[src/rtl/launchpad_pkg.sv]
// Shared types and width helpers for the launchpad keypad scanner.
// Events are packed as {pressed, row, col}.
package launchpad_pkg;

    typedef enum logic {
        SETTLE = 1'b0,
        EVAL   = 1'b1
    } scan_state_t;

    function automatic int row_w(input int rows);
        return (rows > 1) ? $clog2(rows) : 1;
    endfunction

    function automatic int evt_w(input int rows, input int cols);
        return 1 + row_w(rows) + $clog2(cols);
    endfunction

endpackage

[src/rtl/launchpad_event_fifo.sv]
// Show-ahead event FIFO with registered head and drop-on-full.
// Fullness is judged before any same-cycle pop.
module launchpad_event_fifo #(
    parameter int WIDTH = 5,
    parameter int DEPTH = 4
) (
    input  logic             clk,
    input  logic             rst_n,
    input  logic             push,
    input  logic [WIDTH-1:0] din,
    input  logic             pop,
    output logic             drop,
    output logic             valid,
    output logic [WIDTH-1:0] dout
);

    localparam int AW = $clog2(DEPTH);
    localparam int CW = $clog2(DEPTH + 1);

    logic [WIDTH-1:0] mem [DEPTH];
    logic [AW-1:0]    wptr;
    logic [AW-1:0]    rptr;
    logic [AW-1:0]    rptr_n;
    logic [CW-1:0]    count;
    logic [CW-1:0]    left;
    logic             full;
    logic             empty;
    logic             wr;
    logic             rd;

    assign full   = (count == CW'(DEPTH));
    assign empty  = (count == '0);
    assign wr     = push && !full;
    assign rd     = pop && !empty;
    assign drop   = push && full;
    assign rptr_n = rptr + AW'(rd);
    assign left   = count - CW'(rd);

    always_ff @(posedge clk) begin
        if (wr)
            mem[wptr] <= din;
    end

    // Head register is reloaded with whatever will sit at the read pointer.
    always_ff @(posedge clk or negedge rst_n) begin
        if (!rst_n) begin
            wptr  <= '0;
            rptr  <= '0;
            count <= '0;
            valid <= 1'b0;
            dout  <= '0;
        end else begin
            if (wr)
                wptr <= wptr + AW'(1);
            rptr  <= rptr_n;
            count <= left + CW'(wr);
            valid <= (left != '0) || wr;
            if (left != '0)
                dout <= mem[rptr_n];
            else if (wr)
                dout <= din;
        end
    end

endmodule

[src/rtl/launchpad_scanner.sv]
// Keypad matrix scanner: column drive, row sync, per-key debounce,
// debounced key bitmap and press/release event queue.
module launchpad_scanner
    import launchpad_pkg::*;
#(
    parameter int ROWS           = 4,
    parameter int COLS           = 4,
    parameter int SETTLE_CYCLES  = 4,
    parameter int DEBOUNCE_SCANS = 3,
    parameter int FIFO_DEPTH     = 4
) (
    input  logic                     clk,
    input  logic                     reset_n,
    output logic [COLS-1:0]          col_drive,
    input  logic [ROWS-1:0]          row_sense,
    output logic                     evt_valid,
    input  logic                     evt_ready,
    output logic                     evt_pressed,
    output logic [row_w(ROWS)-1:0]   evt_row,
    output logic [$clog2(COLS)-1:0]  evt_col,
    output logic [ROWS*COLS-1:0]     key_state,
    output logic [$clog2(COLS)-1:0]  scan_col,
    output logic                     overflow,
    input  logic                     clear_overflow
);

    localparam int ROW_W = row_w(ROWS);
    localparam int COL_W = $clog2(COLS);
    localparam int NKEYS = ROWS * COLS;
    localparam int KW    = $clog2(NKEYS);
    localparam int DW    = $clog2(DEBOUNCE_SCANS + 1);
    localparam int SW    = $clog2(SETTLE_CYCLES);
    localparam int EW    = evt_w(ROWS, COLS);

    logic [ROWS-1:0]  sync1;
    logic [ROWS-1:0]  sync2;
    scan_state_t      state;
    logic [SW-1:0]    settle_cnt;
    logic [ROW_W-1:0] row;
    logic [DW-1:0]    dcnt [NKEYS];
    logic [KW-1:0]    kidx;
    logic [DW-1:0]    cur_cnt;
    logic             sample;
    logic             differ;
    logic             flip;
    logic [EW-1:0]    evt_din;
    logic [EW-1:0]    evt_dout;
    logic             fifo_drop;

    assign kidx      = KW'(int'(row) * COLS + int'(scan_col));
    assign sample    = sync2[row];
    assign cur_cnt   = dcnt[kidx];
    assign differ    = (state == EVAL) && (sample != key_state[kidx]);
    assign flip      = differ && (cur_cnt == DW'(DEBOUNCE_SCANS - 1));
    assign evt_din   = {sample, row, scan_col};
    assign col_drive = ~(COLS'(1) << scan_col);

    assign {evt_pressed, evt_row, evt_col} = evt_dout;

    // Rows are inverted on entry so 1 means the switch is closed.
    always_ff @(posedge clk or negedge reset_n) begin
        if (!reset_n) begin
            sync1      <= '0;
            sync2      <= '0;
            state      <= SETTLE;
            settle_cnt <= '0;
            row        <= '0;
            scan_col   <= '0;
            key_state  <= '0;
            overflow   <= 1'b0;
            for (int i = 0; i < NKEYS; i++)
                dcnt[i] <= '0;
        end else begin
            sync1 <= ~row_sense;
            sync2 <= sync1;

            if (fifo_drop)
                overflow <= 1'b1;
            else if (clear_overflow)
                overflow <= 1'b0;

            unique case (state)
                SETTLE: begin
                    if (settle_cnt == SW'(SETTLE_CYCLES - 1)) begin
                        settle_cnt <= '0;
                        row        <= '0;
                        state      <= EVAL;
                    end else begin
                        settle_cnt <= settle_cnt + SW'(1);
                    end
                end
                EVAL: begin
                    if (flip) begin
                        key_state[kidx] <= sample;
                        dcnt[kidx]      <= '0;
                    end else if (differ) begin
                        dcnt[kidx] <= cur_cnt + DW'(1);
                    end else begin
                        dcnt[kidx] <= '0;
                    end

                    if (row == ROW_W'(ROWS - 1)) begin
                        state <= SETTLE;
                        if (scan_col == COL_W'(COLS - 1))
                            scan_col <= '0;
                        else
                            scan_col <= scan_col + COL_W'(1);
                    end else begin
                        row <= row + ROW_W'(1);
                    end
                end
                default: state <= SETTLE;
            endcase
        end
    end

    launchpad_event_fifo #(
        .WIDTH (EW),
        .DEPTH (FIFO_DEPTH)
    ) u_fifo (
        .clk   (clk),
        .rst_n (reset_n),
        .push  (flip),
        .din   (evt_din),
        .pop   (evt_valid && evt_ready),
        .drop  (fifo_drop),
        .valid (evt_valid),
        .dout  (evt_dout)
    );

endmodule

[config.mk]
export PLATFORM = sky130hd
export DESIGN_NAME = launchpad_scanner
export DESIGN_NICKNAME = d
export VERILOG_FILES = /design/src/rtl/launchpad_pkg.sv /design/src/rtl/launchpad_event_fifo.sv /design/src/rtl/launchpad_scanner.sv
export SDC_FILE = /design/constraint.sdc
export NUM_CORES = 1
export LEC_CHECK = 0
export ABC_CLOCK_PERIOD_IN_PS = 3700
export CAP_MARGIN = 15
export CORE_MARGIN = 3
export CORE_UTILIZATION = 45
export CTS_CLUSTER_DIAMETER = 60
export DETAILED_ROUTE_END_ITERATION = 10
export GPL_TIMING_DRIVEN = 0
export PLACE_DENSITY = 0.73
export REMOVE_ABC_BUFFERS = 1
export SYNTH_ARGS = -nofsm -noshare
export SYNTH_HDL_FRONTEND = slang
export SYNTH_SLANG_ARGS = --single-unit
[constraint.sdc]
create_clock -name clk -period 3.7 [get_ports clk]
set_input_delay 0.925 -clock clk [delete_from_list [all_inputs] [get_ports clk]]
set_output_delay 0.925 -clock clk [all_outputs]
set_load 0.02 [all_outputs]
# Yosys cells after proc, flatten, opt, wreduce, memory -nomap -nowiden
# Memory sizes are Yosys's and may differ from the RTL's.
# Cells that the tools add are included.
totals:
  regBits: 77
  ram_bits: 20
  in_bits: 8
  out_inout_bits: 29
  memories: 1
mem_list:
  columns: ["name", "depth", "word_bits", "rd", "rd_clocked_by_memory_dff", "write_ports", "line", "text"]
  rows:
  - ["u_fifo.mem", 4, 5, 1, 0, 1, "launchpad_event_fifo.sv:20", "logic [WIDTH-1:0] mem [DEPTH];"]
op_classes:
  add_sub_neg: 9
  magnitude_cmp: 5
  n_eq_ne: 8
  shift: 1
  mux: 29
  bitwise: 6
  reduce_logical: 18
op_table:
  columns: ["op", "count"]
  rows:
  - ["two-way mux 32 bit", 2]
  - ["bitwise AND 32 bit", 1]
  - ["bitwise mux 32 bit", 1]
  - ["NOT 32 bit", 1]
  - ["bitwise mux 16 bit", 1]
  - ["two-way mux 2 bit", 7]
  - ["adder 2 x 1 -> 2 bit, second input constant", 5]
  - ["two-way mux 5 bit", 2]
  - ["two-way mux 1 bit", 9]
  - ["binary-select mux 2 bit (select 4 bit)", 1]
  - ["demux 2 bit (select 4 bit)", 1]
  - ["equality test 2 bit, second input constant", 4]
  - ["logical AND 1 bit", 8]
  - ["NOT 4 bit", 2]
  - ["AND reduction 2 bit", 3]
  - ["greater-or-equal comparator 5 bit, second input constant", 1]
  - ["< comparator 4 x 5 -> 1 bit, second input constant", 1]
  - ["< comparator 5 x 1 -> 1 bit, second input constant", 1]
  - ["NOT 4 -> 5 bit", 1]
  - ["adder 4 x 2 -> 4 bit", 1]
  - ["binary-select mux 1 bit (select 4 bit)", 1]
  - ["demux 1 bit (select 4 bit)", 1]
  - ["greater-or-equal comparator 4 x 1 -> 1 bit, second input constant", 1]
  - ["!= test 2 bit, second input constant", 2]
  - ["16 further kinds", 18]

# Longest topological paths before layout
# Gate-level depths: netlist of the first run.
logic_depth:
  depth_word: 10
  depth_mapped: 14
  mapped_depth_nobuf: 10

# By module
# From an unflattened synthesis of the first run, not the netlist that was laid out.
hier_totals:
  hier_cells: 424
  hier_area_um2: 4854.7
modules_own_cells:
  columns: ["module", "n_inst", "cells_per_inst", "area_per_inst_um2", "seq_area_each_um2"]
  rows:
  - ["launchpad_scanner", 1, 335, 3414.5, 1601.5]
  - ["launchpad_event_fifo", 1, 89, 1440.1, 925.9]

# Worst setup path before layout of the first run
# Ideal clock, no wire load.
synth_timing:
  path_kind: "register to register"
  from: "register scan_col[0]"
  to: "memory u_fifo.mem[0][0], enable pin"
  setup_time_ns: 0.315
  arrival_time_ns: 3.019
  t_required_ns: 3.385
  setup_slack_ns: 0.366
  stages_incl_launch_ff: 13
  n_path_buf: 5
  period_less_slack_ns: 3.334
  cell_sequence: "dfrtp_1 buf_6 buf_12 mux4_2 mux4_2 inv_1 ha_1 buf_6 and2_1 clkbuf_1 and2_1 clkbuf_1 and3_1"
synth_via:
  elab_chain_cells: 10
synth_lines:
  columns: ["item", "line", "text"]
  rows:
  - ["start: declaration", "launchpad_scanner.sv:22", "output logic [$clog2(COLS)-1:0] scan_col,"]
  - ["start signal: assignment", "launchpad_scanner.sv:107", "scan_col <= scan_col + COL_W'(1);"]
  - ["adder 4 x 2 -> 4 bit (*)", "launchpad_scanner.sv:50", "assign kidx = KW'(int'(row) * COLS + int'(scan_col));"]
  - ["NOT 4 -> 5 bit (implied by the code)", "launchpad_scanner.sv:52", "assign cur_cnt = dcnt[kidx];"]
  - ["binary-select mux 2 bit (select 4 bit)", "launchpad_scanner.sv:52", null]
  - ["two-way mux 2 bit (implied by the code) (2 in series)", "launchpad_scanner.sv:52", null]
  - ["equality test 2 bit", "launchpad_scanner.sv:54", "assign flip = differ && (cur_cnt == DW'(DEBOUNCE_SCANS - 1));"]
  - ["logical AND 1 bit (*)", "launchpad_scanner.sv:54", null]
  - ["logical AND 1 bit (*)", "launchpad_event_fifo.sv:33", "assign wr = push && !full;"]
  - ["two-way mux 1 bit (*)", "launchpad_event_fifo.sv:40", "if (wr)"]
  - ["two-way mux 1 bit (implied by the code) (*)", "launchpad_event_fifo.sv:41", "mem[wptr] <= din;"]
  - ["end: declaration", "launchpad_event_fifo.sv:20", null]
# Every way passes the cells marked *; elsewhere a longest branch is shown, timed or not. The select of a mux whose other input is x is not followed.

# Worst setup path after layout of the first run
layout_timing:
  from: "register scan_col[0]"
  to: "memory u_fifo.mem[3][4], enable pin"
# The elaborated chain is that of the path after synthesis.

==> metrics.txt, run 1 <==
# TYPE chip_impl_metric gauge
chip_impl_info{name="result_of_the_run",value="finished clean"} 1
chip_impl_info{name="rsz0062_at_grt",value="no"} 1
chip_impl_metric{name="synthCells",unit=""} 396
chip_impl_metric{name="avgViaCountPerCell",unit=""} 5.78
chip_impl_info{name="synth_area_leaders",value="dfrtp_1 (40%), edfxtp_1 (13%), mux4_1 (5.5%)"} 1
chip_impl_metric{name="finalCritPeriodShare",unit="%"} 96.3
chip_impl_metric{name="async_flop_share",unit="%"} 79.4
chip_impl_metric{name="port_buf_inserts",unit=""} 36
chip_impl_metric{name="seq_area_frac_synth",unit="%"} 53.1
chip_impl_metric{name="die_h",unit="um"} 109
chip_impl_metric{name="ioPinCount",unit=""} 37
chip_impl_metric{name="floorplan.core_area",unit="sq um"} 10000
chip_impl_metric{name="ys.warnings.count",unit=""} 0
chip_impl_metric{name="timing.final.max_slew_violations",unit=""} 0
chip_impl_info{name="synth_top_flop_cell",value="dfrtp_1"} 1
chip_impl_metric{name="ctsLongestPathBuffers",unit=""} 2
chip_impl_metric{name="grt_antenna_before_repair",unit=""} 0
chip_impl_metric{name="floorplan.die.width",unit="um"} 109
chip_impl_metric{name="diodes",unit=""} 0
chip_impl_info{name="critPathTopFamily",value="multiplexers"} 1
chip_impl_metric{name="initial_cell_density_of_the_core",unit="%"} 47.4
chip_impl_metric{name="postLayoutCoreUtil",unit="%"} 52.7
chip_impl_metric{name="design.die.area",unit="sq um"} 11800
chip_impl_metric{name="vdd_ir_drop_max",unit="mV"} 0.198
chip_impl_metric{name="grt_max_degree",unit=""} 69
chip_impl_metric{name="max_cap_violations",unit=""} 0
chip_impl_metric{name="number_of_hold_slack_violations_in_the_final_timing_report",unit=""} 0
chip_impl_metric{name="r2r_setup_slack",unit="ps"} 140
chip_impl_metric{name="cellLeakagePower",unit="nW"} 2.24
chip_impl_metric{name="worst_r2r_path_depth",unit=""} 7
chip_impl_metric{name="post_drt_wl_per_cell",unit="um"} 17.9
chip_impl_metric{name="clk-insertion-delay-late",unit="ps"} 370
chip_impl_metric{name="numPlacedInstances",unit=""} 537
chip_impl_metric{name="synth_area",unit="sq um"} 4760
chip_impl_info{name="end_kind",value="flip-flop"} 1
chip_impl_metric{name="cp_num_buf_inv",unit=""} 1
chip_impl_metric{name="detail-route-antenna-nets",unit=""} 0
chip_impl_metric{name="worst_pin_slew",unit="ps"} 767
chip_impl_metric{name="h_tree_lvl_count",unit=""} 3
chip_impl_info{name="post-synth-top-area-cell",value="dfrtp_1"} 1
chip_impl_info{name="hp-class",value="reg -> reg"} 1
chip_impl_metric{name="endpoint_arrival_time_on_the_critical_path",unit="ps"} 3610
chip_impl_metric{name="first_pass_grt_wire_length",unit="um"} 15900
chip_impl_metric{name="layoutNonFillerInstCount",unit=""} 554
chip_impl_metric{name="setup_viol",unit=""} 0
chip_impl_metric{name="critical_path_peak_fanout",unit=""} 18
chip_impl_metric{name="total_power",unit="W"} 0.00234
chip_impl_metric{name="hpwl_detailed",unit="um"} 6760
chip_impl_metric{name="slew_headroom",unit="%"} 48.9
chip_impl_metric{name="numCtsBuffers",unit=""} 9
chip_impl_info{name="cts_tree",value="built"} 1
chip_impl_metric{name="synth_cell_types",unit=""} 40
chip_impl_metric{name="placementRows",unit=""} 36
chip_impl_info{name="start_kind",value="flip-flop"} 1
chip_impl_metric{name="regArea",unit="sq um"} 2530
chip_impl_metric{name="powerDensity",unit="nW/um^2"} 442
chip_impl_metric{name="finalNetCount",unit=""} 443
chip_impl_metric{name="syn_area_per_cell",unit="sq um"} 12.0
chip_impl_info{name="crit_path_top_delay_cell",value="mux4_1"} 1
chip_impl_metric{name="post-place-ws",unit="ps"} -647
chip_impl_metric{name="remaining_design_rule_violation_count",unit=""} 0
chip_impl_metric{name="detailedRoute.firstIterationViolations",unit=""} 187
chip_impl_metric{name="cp.required",unit="ps"} 3750
chip_impl_info{name="timing_worst_setup_path_type",value="reg -> reg"} 1
chip_impl_metric{name="routabilityCongestion",unit=""} 0.812
chip_impl_metric{name="critPathMaxStageDelay",unit="ps"} 620
chip_impl_metric{name="fmax",unit="MHz"} 281
chip_impl_metric{name="yosys_register_bits",unit=""} 97
chip_impl_metric{name="number_of_global_route_vias_before_repair",unit=""} 3082
chip_impl_metric{name="firstDrtPassIters",unit=""} 5
chip_impl_metric{name="setup_slack",unit="ps"} 138
chip_impl_metric{name="vias",unit=""} 3201
chip_impl_info{name="cts_root_buf",value="clkbuf_8"} 1
chip_impl_metric{name="timing.critical_path.depth",unit=""} 7
chip_impl_metric{name="syn2layout_area_growth",unit="%"} 11.3
chip_impl_metric{name="nFillCells",unit=""} 866
chip_impl_info{name="path_cells",value="mux4_1, mux4_2, inv_1, ha_2, and2_2, and2_1, and3_1"} 1
chip_impl_metric{name="multiInputGateArea",unit="sq um"} 1910
chip_impl_metric{name="drive_above_1_share",unit="%"} 12.1
chip_impl_metric{name="holdPathStages",unit=""} 0
chip_impl_metric{name="cts.sinks",unit=""} 97
chip_impl_metric{name="drt_wl_total",unit="um"} 9920
chip_impl_metric{name="clk_pin_slew_worst_paths",unit="ps"} 100
chip_impl_metric{name="layout_min_cycle_time",unit="ps"} 3560
chip_impl_metric{name="globalRouteOverflowTotal",unit=""} 0
chip_impl_metric{name="synth_enable_flop_cells",unit=""} 20
chip_impl_metric{name="grt_usage",unit="%"} 17.7
chip_impl_metric{name="clock_skews",unit="ps"} 17.3
chip_impl_metric{name="post-synth-top-area-fraction",unit="%"} 40.5
==> metrics by stage <==
step / hold slack [ps] / cell area [sq um] / TNS, ps
4_1_cts: 364 / 5290 / 0
3_5_place_dp: 338 / 5060 / -23070
6_report: 362 / 5300 / 0
5_1_grt: 366 / 5300 / 0
3_3_place_gp: 337 / 5040 / -91290
2_1_floorplan: 331 / 4510 / 0
==> final timing paths <==
kind | from | endpoint
setup reg to reg | scan_col[0] | u_fifo.mem[3][4]
min in group asynchronous | reset_n | overflow
max in group asynchronous | reset_n | scan_col[0]
hold / removal | sync1[0] | sync2[0]
hold reg to reg | sync1[0] | sync2[0]
setup / recovery | scan_col[0] | u_fifo.mem[3][4]
==> layer usage <==
metal  vias up  track usage [%]  wire [um]
li1       1464                -          -
met1      1608             23.9       4380
met2       118             28.3       4830
met3        11             4.50        599
met4         0             5.14        112
met5         -                0          0
==> state kept, by name, indices dropped and copies added, names as in the netlist <==
register,flops
u_fifo.dout,5
u_fifo.rptr,2
settle_cnt,2
sync1,4
overflow,1
row,2
u_fifo.mem,20
key_state,16
u_fifo.count,3
u_fifo.valid,1
u_fifo.wptr,2
state,1
dcnt,32
sync2,4
scan_col,2
==> cells in the final DEF, fill, tap and decap left out, types with 2 or more instances in the layout <==
cell type / Yosys / routed
mux4_2: 11 / 11
o21ai_2: 10 / 10
mux4_1: 10 / 10
xor2_1: 2 / 2
bufinv_16: 0 / 2
nor2_1: 10 / 10
nand2_1: 57 / 57
and3_1: 7 / 7
or3_1: 2 / 2
nand3b_1: 2 / 2
xnor2_1: 4 / 4
a31oi_1: 8 / 8
a41oi_1: 9 / 9
o31ai_1: 4 / 4
mux2_2: 3 / 3
clkdlybuf4s50_1: 0 / 35
buf_4: 4 / 2
and2_1: 3 / 2
a21oi_1: 21 / 21
dfrtp_1: 77 / 75
inv_1: 19 / 19
edfxtp_1: 20 / 20
o21ai_0: 48 / 48
clkbuf_8: 3 / 9
and2_2: 2 / 3
nand3_1: 10 / 10
ha_1: 19 / 18
==> power breakdown <==
group          switching [W]  internal, W
combinational       0.000219     0.000175
clock               0.000372     0.000384
sequential         0.0000350      0.00115
==> synthesized netlist by cell type, types with 3 or more instances <==
cell      instances
edfxtp_1         20
mux2_2            3
mux4_2           11
clkbuf_1          9
o21ai_0          48
buf_4             4
a21oi_1          21
ha_1             19
a31oi_1           8
and3_1            7
buf_6             7
nor2_1           10
nand2_1          57
and2_1            3
mux4_1           10
dfrtp_1          77
clkbuf_8          3
o21ai_2          10
a41oi_1           9
xnor2_1           4
nand3_1          10
o31ai_1           4
inv_1            19
==> cells by family (layout without fill, tap and decap cells) <==
logic type,Yosys count,after routing,share of synthesized area [%]
simple gates,97,97,9.17
buf+inv,49,74,6.81
mux,25,25,11.6
xor+xnor,7,7,1.45
compound gates,102,102,12.8
fa+ha+maj,19,19,4.99
flops,97,97,53.1
==> cell type report <==
| class | count | area share [%] |
|---|---|---|
| Clock buffer | 10 | 2.41 |
| Clock inverter | 6 | 1.70 |
| Inverter | 20 | 1.42 |
| Multi-Input combinational cell | 250 | 36.1 |
| Sequential cell | 97 | 47.8 |
| Tap cell | 133 | 3.14 |
| Timing Repair Buffer | 38 | 7.42 |
==> repair_timing <==
item,4_1_cts,5_1_grt
resized for setup,5,0
cloned,0,0
hold buffers,0,0
buffers inserted,0,1
setup endpoints to repair,67,25
No activity file was read; power rests on OpenSTA's default activity.
==> run 2, diff against run 1 <==
--- a/config.mk
+++ b/config.mk
@@ -5,15 +5,16 @@
 export SDC_FILE = /design/constraint.sdc
 export NUM_CORES = 1
 export LEC_CHECK = 0
-export ABC_CLOCK_PERIOD_IN_PS = 3700
+export ABC_CLOCK_PERIOD_IN_PS = 3000
 export CAP_MARGIN = 15
 export CORE_MARGIN = 3
 export CORE_UTILIZATION = 45
 export CTS_CLUSTER_DIAMETER = 60
 export DETAILED_ROUTE_END_ITERATION = 10
 export GPL_TIMING_DRIVEN = 0
-export PLACE_DENSITY = 0.73
+export PLACE_DENSITY = 0.76
 export REMOVE_ABC_BUFFERS = 1
 export SYNTH_ARGS = -nofsm -noshare
 export SYNTH_HDL_FRONTEND = slang
 export SYNTH_SLANG_ARGS = --single-unit
+export TNS_END_PERCENT = 100
==> constraint.sdc (replaced) <==
create_clock -name clk -period 3 [get_ports clk]
set_input_delay 0.75 -clock clk [delete_from_list [all_inputs] [get_ports clk]]
set_output_delay 0.75 -clock clk [all_outputs]
set_load 0.02 [all_outputs]
==> run 2 against run 1 <==
Effect of this change:
- wire length increased by 9.5%
- total power rose by 17%
- count of clock-buffer cells in the layout decreased by 1
- setup slack lost 100 ps
- sequential power grew 24%
- non-clock buffer count rose by 11
- sequential cell count unchanged
- hold slack worse by 55 ps
- register-to-register slack worse by 100 ps
- via count grew 2.7%
==> metrics.txt, run 2 (synthesis gave the netlist of run 1 again) <==
# TYPE chip_impl_metric gauge
chip_impl_info{name="result_of_the_run",value="finished clean"} 1
chip_impl_metric{name="ctsLongestPathBuffers",unit=""} 2
chip_impl_metric{name="detail-route-antenna-nets",unit=""} 0
chip_impl_metric{name="tns",unit="ps"} 0
chip_impl_metric{name="die_h",unit="um"} 109
chip_impl_metric{name="firstDrtPassIters",unit=""} 5
chip_impl_metric{name="largest_register_ff_count",unit=""} 32
chip_impl_metric{name="floorplan.die.width",unit="um"} 109
chip_impl_metric{name="worst_pin_slew",unit="ps"} 652
chip_impl_metric{name="worst_r2r_path_depth",unit=""} 7
chip_impl_metric{name="diodes",unit=""} 0
chip_impl_metric{name="r2r_setup_slack",unit="ps"} 40
chip_impl_metric{name="cp.required",unit="ps"} 3300
chip_impl_metric{name="power.combinational.fraction",unit="%"} 18.1
chip_impl_metric{name="nFillCells",unit=""} 845
chip_impl_info{name="biggestRegsByFlops",value="dcnt: 32 flops, u_fifo.mem: 20 flops, key_state: 16 flops"} 1
chip_impl_metric{name="post_drt_wl_per_cell",unit="um"} 19.1
chip_impl_metric{name="routabilityCongestion",unit=""} 0.841
chip_impl_metric{name="fmax",unit="MHz"} 337
chip_impl_metric{name="vdd_ir_drop_max",unit="mV"} 0.414
chip_impl_metric{name="h_tree_lvl_count",unit=""} 3
chip_impl_metric{name="port_buf_inserts",unit=""} 36
chip_impl_metric{name="grt_usage",unit="%"} 19.2
chip_impl_metric{name="fin_hold_ws",unit="ps"} 307
chip_impl_metric{name="powerDensity",unit="nW/um^2"} 497
chip_impl_metric{name="grt_antenna_before_repair",unit=""} 0
chip_impl_metric{name="clk_pin_slew_worst_paths",unit="ps"} 90
chip_impl_metric{name="switchingPower",unit="W"} 0.000784
chip_impl_metric{name="total_power",unit="W"} 0.00273
chip_impl_info{name="timing.rr.end",value="dcnt[0]"} 1
chip_impl_metric{name="number_of_global_route_vias_before_repair",unit=""} 3308
chip_impl_metric{name="detailedRoute.firstIterationViolations",unit=""} 250
chip_impl_info{name="cts_tree",value="built"} 1
chip_impl_metric{name="floorplan.core_area",unit="sq um"} 10000
chip_impl_metric{name="power.share.switching",unit="%"} 28.7
chip_impl_info{name="hp-class",value="in -> async"} 1
chip_impl_info{name="cts_root_buf",value="clkbuf_8"} 1
chip_impl_metric{name="globalRouteOverflowTotal",unit=""} 0
chip_impl_metric{name="drive_above_1_share",unit="%"} 18.4
chip_impl_metric{name="cellLeakagePower",unit="nW"} 2.29
chip_impl_metric{name="seqPwrFrac",unit="%"} 53.6
chip_impl_metric{name="critical_path_peak_fanout",unit=""} 8
chip_impl_metric{name="avgViaCountPerCell",unit=""} 5.79
chip_impl_metric{name="clock_power_share",unit="%"} 28.3
chip_impl_metric{name="placementRows",unit=""} 36
chip_impl_metric{name="setup_viol",unit=""} 0
chip_impl_metric{name="endpoint_arrival_time_on_the_critical_path",unit="ps"} 3260
chip_impl_metric{name="finalNetCount",unit=""} 457
chip_impl_metric{name="fin_area",unit="sq um"} 5500
chip_impl_metric{name="layout_min_cycle_time",unit="ps"} 2960
chip_impl_info{name="top_register",value="dcnt"} 1
chip_impl_info{name="layout_commonest_cell",value="dfrtp_1"} 1
chip_impl_metric{name="numCtsBuffers",unit=""} 9
chip_impl_metric{name="placed_area",unit="sq um"} 5060
chip_impl_metric{name="cts.sinks",unit=""} 97
chip_impl_metric{name="syn2layout_area_growth",unit="%"} 15.5
chip_impl_info{name="timing_worst_setup_path_type",value="reg -> reg"} 1
chip_impl_metric{name="design.die.area",unit="sq um"} 11800
chip_impl_metric{name="drt_wl_total",unit="um"} 10900
chip_impl_metric{name="hpwl_detailed",unit="um"} 6860
chip_impl_metric{name="remaining_design_rule_violation_count",unit=""} 0
chip_impl_metric{name="clk-insertion-delay-late",unit="ps"} 360
chip_impl_info{name="end_kind",value="flip-flop"} 1
chip_impl_metric{name="cts.hold.buffers_added",unit=""} 0
chip_impl_metric{name="max_cap_violations",unit=""} 0
chip_impl_metric{name="clock_skews",unit="ps"} 10.1
chip_impl_metric{name="initial_cell_density_of_the_core",unit="%"} 47.4
chip_impl_metric{name="grt_max_degree",unit=""} 49
chip_impl_metric{name="vias",unit=""} 3289
chip_impl_metric{name="finalCritPeriodShare",unit="%"} 98.8
chip_impl_metric{name="slew_headroom",unit="%"} 56.6
chip_impl_metric{name="first_pass_grt_wire_length",unit="um"} 17300
chip_impl_metric{name="ioPinCount",unit=""} 37
chip_impl_metric{name="timing.final.max_slew_violations",unit=""} 0
chip_impl_info{name="start_kind",value="flip-flop"} 1
chip_impl_info{name="r2r_path_start",value="scan_col[0]"} 1
chip_impl_info{name="most-common-layout-cells",value="dfrtp_1 (75), nand2_1 (56), o21ai_0 (33), clkdlybuf4s50_1 (31), a21oi_1 (21)"} 1
chip_impl_metric{name="intPower",unit="W"} 0.00195
chip_impl_metric{name="number_of_hold_slack_violations_in_the_final_timing_report",unit=""} 0
chip_impl_info{name="rsz0062_at_grt",value="yes"} 1
[run 2: what timing repair did]
action	in CTS	in global routing
setup buffers	6	6
endpoints found under the setup margin	84	55
resized for setup	23	30
gates cloned	1	2
pin swaps	1	5
[run 2: how the worst max path moves through the flow]
stage / startpoint / endpoint / slack [ps] / cells after the start
after floorplan: scan_col[0] / u_fifo.mem[0][0] / -610 / 7
after global placement: reset_n / scan_col[0] / -1460 / 1
after detailed placement: scan_col[0] / u_fifo.count[2] / -1350 / 10
after CTS: scan_col[0] / u_fifo.count[2] / 0.4 / 8
after global routing: scan_col[0] / dcnt[28] / -30 / 7
final: scan_col[0] / dcnt[0] / 40 / 7
[run 2: routing by layer]
metal  global-route usage (%)  vias to the layer above  wire, um
met2                     31.8                      142      5400
met1                     25.6                     1627      4620
met4                     4.69                        0       148
met5                        0                        -         0
li1                         -                     1507         -
met3                     4.80                       13       703
[run 2: power by group through the flow]
| stage | clock network, W | logic [W] | registers (W) |
|---|---|---|---|
| floorplan | 0 | 0.000314 | 0.00150 |
| global placement | 0 | 0.000460 | 0.00149 |
| detailed placement | 0 | 0.000480 | 0.00149 |
| CTS | 0.000792 | 0.000484 | 0.00146 |
| global route | 0.000852 | 0.000556 | 0.00147 |
| finish | 0.000775 | 0.000494 | 0.00147 |
[run 2: per-stage QoR]
stage / cells / setup WS (ps) / util [%]
after floorplan: 367 / -613 / -
after global placement: 536 / -1460 / 50.1
after detailed placement: 537 / -1350 / 50.4
after CTS: 560 / 0.351 / 53.6
after global routing: 568 / -26.5 / 54.7
final: 568 / 35.5 / 54.7
[run 2: final cells by class]
type,instances,area (sq um),share of cell area [%]
multi-input cells,253,2040,37.1
inverters,20,75.1,1.37
clock inverters,7,56.3,1.02
flip-flops and latches,97,2530,46.1
well taps,133,166,3.03
repair buffers,49,503,9.15
clock buffers,9,124,2.25
[run 2: critical path, stage by stage, from the launching register on]
cell	delay (ps)
dfrtp_4	470
buf_12	110
mux4_1	610
mux4_2	640
xnor2_4	220
buf_4	200
or3_4	470
o21ai_2	160
